**config.mk**
```make
export PLATFORM = sky130hd
export DESIGN_NAME = fifo_put_arbiter
export DESIGN_NICKNAME = d
export VERILOG_FILES = /design/src/rtl/fifo_put_arbiter.sv
export SDC_FILE = /design/constraint.sdc
export NUM_CORES = 1
export LEC_CHECK = 0
export CAP_MARGIN = 20
export CORE_MARGIN = 1
export CORE_UTILIZATION = 48
export DETAILED_ROUTE_END_ITERATION = 10
export PLACE_DENSITY = 0.86
export REMOVE_ABC_BUFFERS = 1
export SLEW_MARGIN = 15
export SYNTH_ARGS = -nofsm -noshare
export SYNTH_HDL_FRONTEND = slang
export SYNTH_SLANG_ARGS = --single-unit
```
**constraint.sdc**
```tcl
create_clock -name clock -period 4.55 [get_ports clock]
set_clock_uncertainty 0.2 [all_clocks]
set_input_delay 0.91 -clock clock [delete_from_list [all_inputs] [get_ports clock]]
set_output_delay 0.91 -clock clock [all_outputs]
set_load 0.05 [all_outputs]
```
**src/rtl/fifo_put_arbiter.sv**
```systemverilog
// rtl/fifo_put_arbiter.sv - round-robin arbiter sharing one 4-phase FIFO put port among producers
//
// Each producer runs its own 4-phase req/ack handshake with this block. One
// word is forwarded to the FIFO per grant. Grants rotate round-robin, so the
// producer served last has the lowest priority in the next arbitration.
//
// Optional feature: define FIFO_PUT_ARBITER_STATS_EN to add a saturating
// 16-bit transfer_count output. Without the macro, that port does not exist.
//
// Ports:
//   clock           single clock; all state changes on posedge
//   clear_n         asynchronous active-low reset
//   src_put_req     per-producer request level
//   src_put_ack     per-producer ack level (at most one bit high)
//   src_put_value   flat bus; producer i at [i*WORD_SIZE +: WORD_SIZE]
//   fifo_put_req    to FIFO put_req
//   fifo_put_ack    from FIFO put_ack (one-cycle pulse)
//   fifo_put_value  to FIFO put_value, held stable while fifo_put_req is high
//   grant_index     producer currently being served
//   busy            high whenever a transfer is in progress (state != ARB)
//   transfer_count  (stats build only) number of words accepted by the FIFO
module fifo_put_arbiter #(
  parameter int REQUESTER_COUNT = 4,
  parameter int WORD_SIZE       = 1,
  localparam int GRANT_BITS     = $clog2(REQUESTER_COUNT)
) (
  input  logic                                 clock,
  input  logic                                 clear_n,
  input  logic [REQUESTER_COUNT-1:0]           src_put_req,
  output logic [REQUESTER_COUNT-1:0]           src_put_ack,
  input  logic [REQUESTER_COUNT*WORD_SIZE-1:0] src_put_value,
  output logic                                 fifo_put_req,
  input  logic                                 fifo_put_ack,
  output logic [WORD_SIZE-1:0]                 fifo_put_value,
  output logic [GRANT_BITS-1:0]                grant_index,
  output logic                                 busy
`ifdef FIFO_PUT_ARBITER_STATS_EN
  ,
  output logic [15:0]                          transfer_count
`endif
);

  typedef enum logic [1:0] {
    ARB              = 2'd0,
    PUT_WAIT_ACK     = 2'd1,
    SRC_WAIT_REQ_LOW = 2'd2
  } state_t;

  state_t                       state, state_nx;
  logic [GRANT_BITS-1:0]        last_grant, last_grant_nx;
  logic [GRANT_BITS-1:0]        grant_index_nx;
  logic [REQUESTER_COUNT-1:0]   src_put_ack_nx;
  logic                         fifo_put_req_nx;
  logic [WORD_SIZE-1:0]         fifo_put_value_nx;

  // Round-robin search result: first requester after last_grant, wrapping.
  logic                         found;
  logic [GRANT_BITS-1:0]        pick;
  logic [GRANT_BITS-1:0]        cand;

  always_comb begin
    found = 1'b0;
    pick  = '0;
    cand  = '0;
    for (int k = 1; k <= REQUESTER_COUNT; k++) begin
      cand = GRANT_BITS'((int'(last_grant) + k) % REQUESTER_COUNT);
      if (!found && src_put_req[cand]) begin
        found = 1'b1;
        pick  = cand;
      end
    end
  end

  always_comb begin
    state_nx          = state;
    last_grant_nx     = last_grant;
    grant_index_nx    = grant_index;
    src_put_ack_nx    = src_put_ack;
    fifo_put_req_nx   = fifo_put_req;
    fifo_put_value_nx = fifo_put_value;
    case (state)
      ARB: begin
        if (found) begin
          fifo_put_value_nx = src_put_value[int'(pick)*WORD_SIZE +: WORD_SIZE];
          grant_index_nx    = pick;
          fifo_put_req_nx   = 1'b1;
          state_nx          = PUT_WAIT_ACK;
        end
      end
      PUT_WAIT_ACK: begin
        // No timeout: a full FIFO simply stalls the current producer.
        if (fifo_put_ack) begin
          fifo_put_req_nx             = 1'b0;
          src_put_ack_nx[grant_index] = 1'b1;
          state_nx                    = SRC_WAIT_REQ_LOW;
        end
      end
      SRC_WAIT_REQ_LOW: begin
        // A producer holding its request keeps its ack and gets no second word.
        if (!src_put_req[grant_index]) begin
          src_put_ack_nx[grant_index] = 1'b0;
          last_grant_nx               = grant_index;
          state_nx                    = ARB;
        end
      end
      default: state_nx = ARB;
    endcase
  end

  always_ff @(posedge clock or negedge clear_n) begin
    if (!clear_n) begin
      state          <= ARB;
      last_grant     <= GRANT_BITS'(REQUESTER_COUNT - 1);
      grant_index    <= '0;
      src_put_ack    <= '0;
      fifo_put_req   <= 1'b0;
      fifo_put_value <= '0;
    end else begin
      state          <= state_nx;
      last_grant     <= last_grant_nx;
      grant_index    <= grant_index_nx;
      src_put_ack    <= src_put_ack_nx;
      fifo_put_req   <= fifo_put_req_nx;
      fifo_put_value <= fifo_put_value_nx;
    end
  end

  assign busy = (state != ARB);

`ifdef FIFO_PUT_ARBITER_STATS_EN
  always_ff @(posedge clock or negedge clear_n) begin
    if (!clear_n) begin
      transfer_count <= '0;
    end else if (state == PUT_WAIT_ACK && fifo_put_ack && transfer_count != 16'hFFFF) begin
      transfer_count <= transfer_count + 16'd1;
    end
  end
`endif

endmodule

```
==> impl_metrics.env <==
export IMPL_synth_top_family_by_area="simple AND/OR/NAND/NOR gates"
export IMPL_synth_avg_cell_area_um2=9.49
export IMPL_ys_types=26
export IMPL_fmax_mhz=349
export IMPL_synth_fa_ha_area_share_pct=0
export IMPL_routed_via_count=585
export IMPL_slew_headroom_pct=59.4
export IMPL_yosysTopAreaCell="dfrtp_1"
export IMPL_grt_max_degree=13
export IMPL_yosys_register_bits=12
export IMPL_setup_viol_count_final=0
export IMPL_die_area_um2=1580
export IMPL_timing_hold_ws_ns=0.301
export IMPL_final_nets=106
export IMPL_grt_pass1_wl_mm=2.10
export IMPL_maxCapViolCount=0
export IMPL_netlist_area_leader_share_pct=36.6
export IMPL_ioPinCount=20
export IMPL_antennaDiodeCount=0
export IMPL_synth_compound_area_share_pct=13.4
export IMPL_tns_ns=0
export IMPL_clk_latency_ns=0.27
export IMPL_post_cts_resized=0
export IMPL_die_y_um=39.7
export IMPL_hold_path_class="reg -> reg"
export IMPL_grt_overflow=0
export IMPL_end_kind="output port"
export IMPL_finalInstanceArea_um2=913
export IMPL_cts_tree="built"
export IMPL_p_leak_nw=0.366
export IMPL_vdd_drop_max_v=0.000510
export IMPL_critPathKind="reg -> out"
export IMPL_clockBufferDepth=2
export IMPL_synthXorXnorAreaFrac_pct=0
export IMPL_htree_levels=1
export IMPL_drt_iter0_drc=12
export IMPL_synth_area_leaders="dfrtp_1, mux2_1, dfstp_2, nand3b_1, nand2_1"
export IMPL_hold_viol=0
export IMPL_routed_wl_mm=1.40
export IMPL_start_util_pct=51.9
export IMPL_holdBufCountCts=0
export IMPL_cts_setup_buffers=0
export IMPL_path_clk_slew_ns=0.07
export IMPL_syn_area_um2=683
export IMPL_power_density_nw_per_um2=706
export IMPL_antenna_found_initial=0
export IMPL_routabilityCongestion=0.730
export IMPL_required_ns=3.44
export IMPL_cts_root_buf="clkbuf_4"
export IMPL_viasPerCell=5.37
export IMPL_rows=13
export IMPL_core_area_um2=1320
export IMPL_worstPathArrival_ns=1.76
export IMPL_synth_seq_area_share_pct=44.3
export IMPL_maxSlewViolCount=0
export IMPL_synthCells=72
export IMPL_timing_final_crit_share_pct=63.0
export IMPL_rsz0062_at_grt="false"
export IMPL_dieWidth_um=39.7
export IMPL_drcViolationCount=0
export IMPL_drive_gt1_share_pct=10.6
export IMPL_firstDrtPassIters=4
export IMPL_ant_nets=0
export IMPL_hpwl_mm=1.05
export IMPL_fin_util_pct=69.3
export IMPL_fin_cells=109
export IMPL_period_needed_ns=2.87
export IMPL_worst_slew_pin_slew_ns=0.603
export IMPL_grt_total_usage_pct=20.8
export IMPL_synthSimpleGateAreaFrac_pct=22.7
export IMPL_path_max_fanout=6
export IMPL_start_kind="flop"
export IMPL_placed_cell_area_um2=887
export IMPL_muxShareOfSynthArea_pct=16.1
export IMPL_area_growth_pct=33.7
export IMPL_wl_per_cell_um=12.8
export IMPL_dpl_cell_count=105
export IMPL_grt_pass1_vias=481
export IMPL_clkSinkCount=12
export IMPL_cts_buffers=3
export IMPL_yosys_warnings=0
export IMPL_outcome="complete, no violations"
export IMPL_io_buffers=19
==> power breakdown <==
group / total, mW / leakage [nW] / switching (mW) / internal [mW]
Combinational: 0.359 / 0.219 / 0.214 / 0.145
Sequential: 0.217 / 0.133 / 0.0573 / 0.159
Clock: 0.0695 / 0.0150 / 0.0355 / 0.0340
Total: 0.645 / 0.366 / 0.307 / 0.339
==> final timing paths <==
| kind | startpoint | endpoint | slack, ns | cells after the start |
|---|---|---|---|---|
| max | state[0] | busy | 1.68 | 2 |
| min | flop | flop | 0.30 | 1 |
| max reg2reg | last_grant[1] | fifo_put_value | 2.40 | 5 |
| min reg2reg | flop | flop | 0.30 | 1 |
| max in group asynchronous | clear_n | last_grant[0] | 3.01 | 1 |
| min in group asynchronous | clear_n | state[1] | 0.78 | 1 |
==> placed cells by master, fill, tap and decap left out <==
cell type and n:
nand2b_1 3, or2_2 2, dfstp_2 2, a221o_1 1, nor2b_1 2, o22ai_1 1, mux2_2 1, nor4_1 1
mux2_1 5, nand3_1 1, inv_1 5, o21ai_1 1, mux2i_1 2, clkdlybuf4s50_1 19, clkbuf_4 3, o21ai_2 1
mux4_2 1, a21oi_1 3, a31oi_1 1, o21ai_0 5, dfrtp_1 10, a211oi_1 1, nand3b_1 5, nand2_1 8
clkbuf_1 1, a21o_1 1, and2_1 1, nor2_1 7
==> synth_stat cells <==
library cell / instances
nor2_1: 7
mux4_2: 1
buf_2: 1
nor4_1: 1
and2_1: 1
o21ai_2: 1
mux2_2: 1
o21ai_0: 5
inv_1: 5
mux2_1: 5
a211oi_1: 1
nand2_1: 8
a31oi_1: 1
a221o_1: 1
nor2b_1: 2
o22ai_1: 1
nand3b_1: 5
o21ai_1: 1
dfrtp_1: 10
nand3_1: 1
mux2i_1: 2
dfstp_2: 2
or2_2: 2
a21oi_1: 3
a21o_1: 1
nand2b_1: 3
==> critical path, stage by stage (launching register included) <==
cell             delay, ns
dfrtp_1               0.43
or2_2                 0.34
clkdlybuf4s50_1       0.71
==> per-layer routing <==
metal / vias to the layer above / global-route usage [%] / part of all wire [%] / wire length (µm)
met5: - / 0 / 0 / 0
met4: 0 / 15.5 / 3.1 / 43
met3: 4 / 1.70 / 1.8 / 25
met2: 15 / 29.9 / 48 / 676
met1: 273 / 28.4 / 47 / 653
li1: 293 / - / - / -
==> kinds of logic (layout without fill, tap and decap cells) <==
family	count (synthesis)	in the layout
simple gates	30	30
mux	9	9
compound gates	15	15
flops	12	12
buf+inv	6	28
==> through the flow <==
step                setup WS [ns]  power [mW]
CTS                          1.68       0.650
finish                       1.68       0.645
floorplan                    2.14       0.463
global placement             1.55       0.571
detailed placement           1.54       0.580
global route                 1.64       0.689
==> cell type report <==
class	instances	area (µm²)
tap	15	18.8
inverter	5	18.8
clock buffer	4	26.3
timing repair buffer	19	190
sequential	12	303
multi-input combinational	54	357
fill	117	404
No activity file was read; power rests on OpenSTA's default activity.
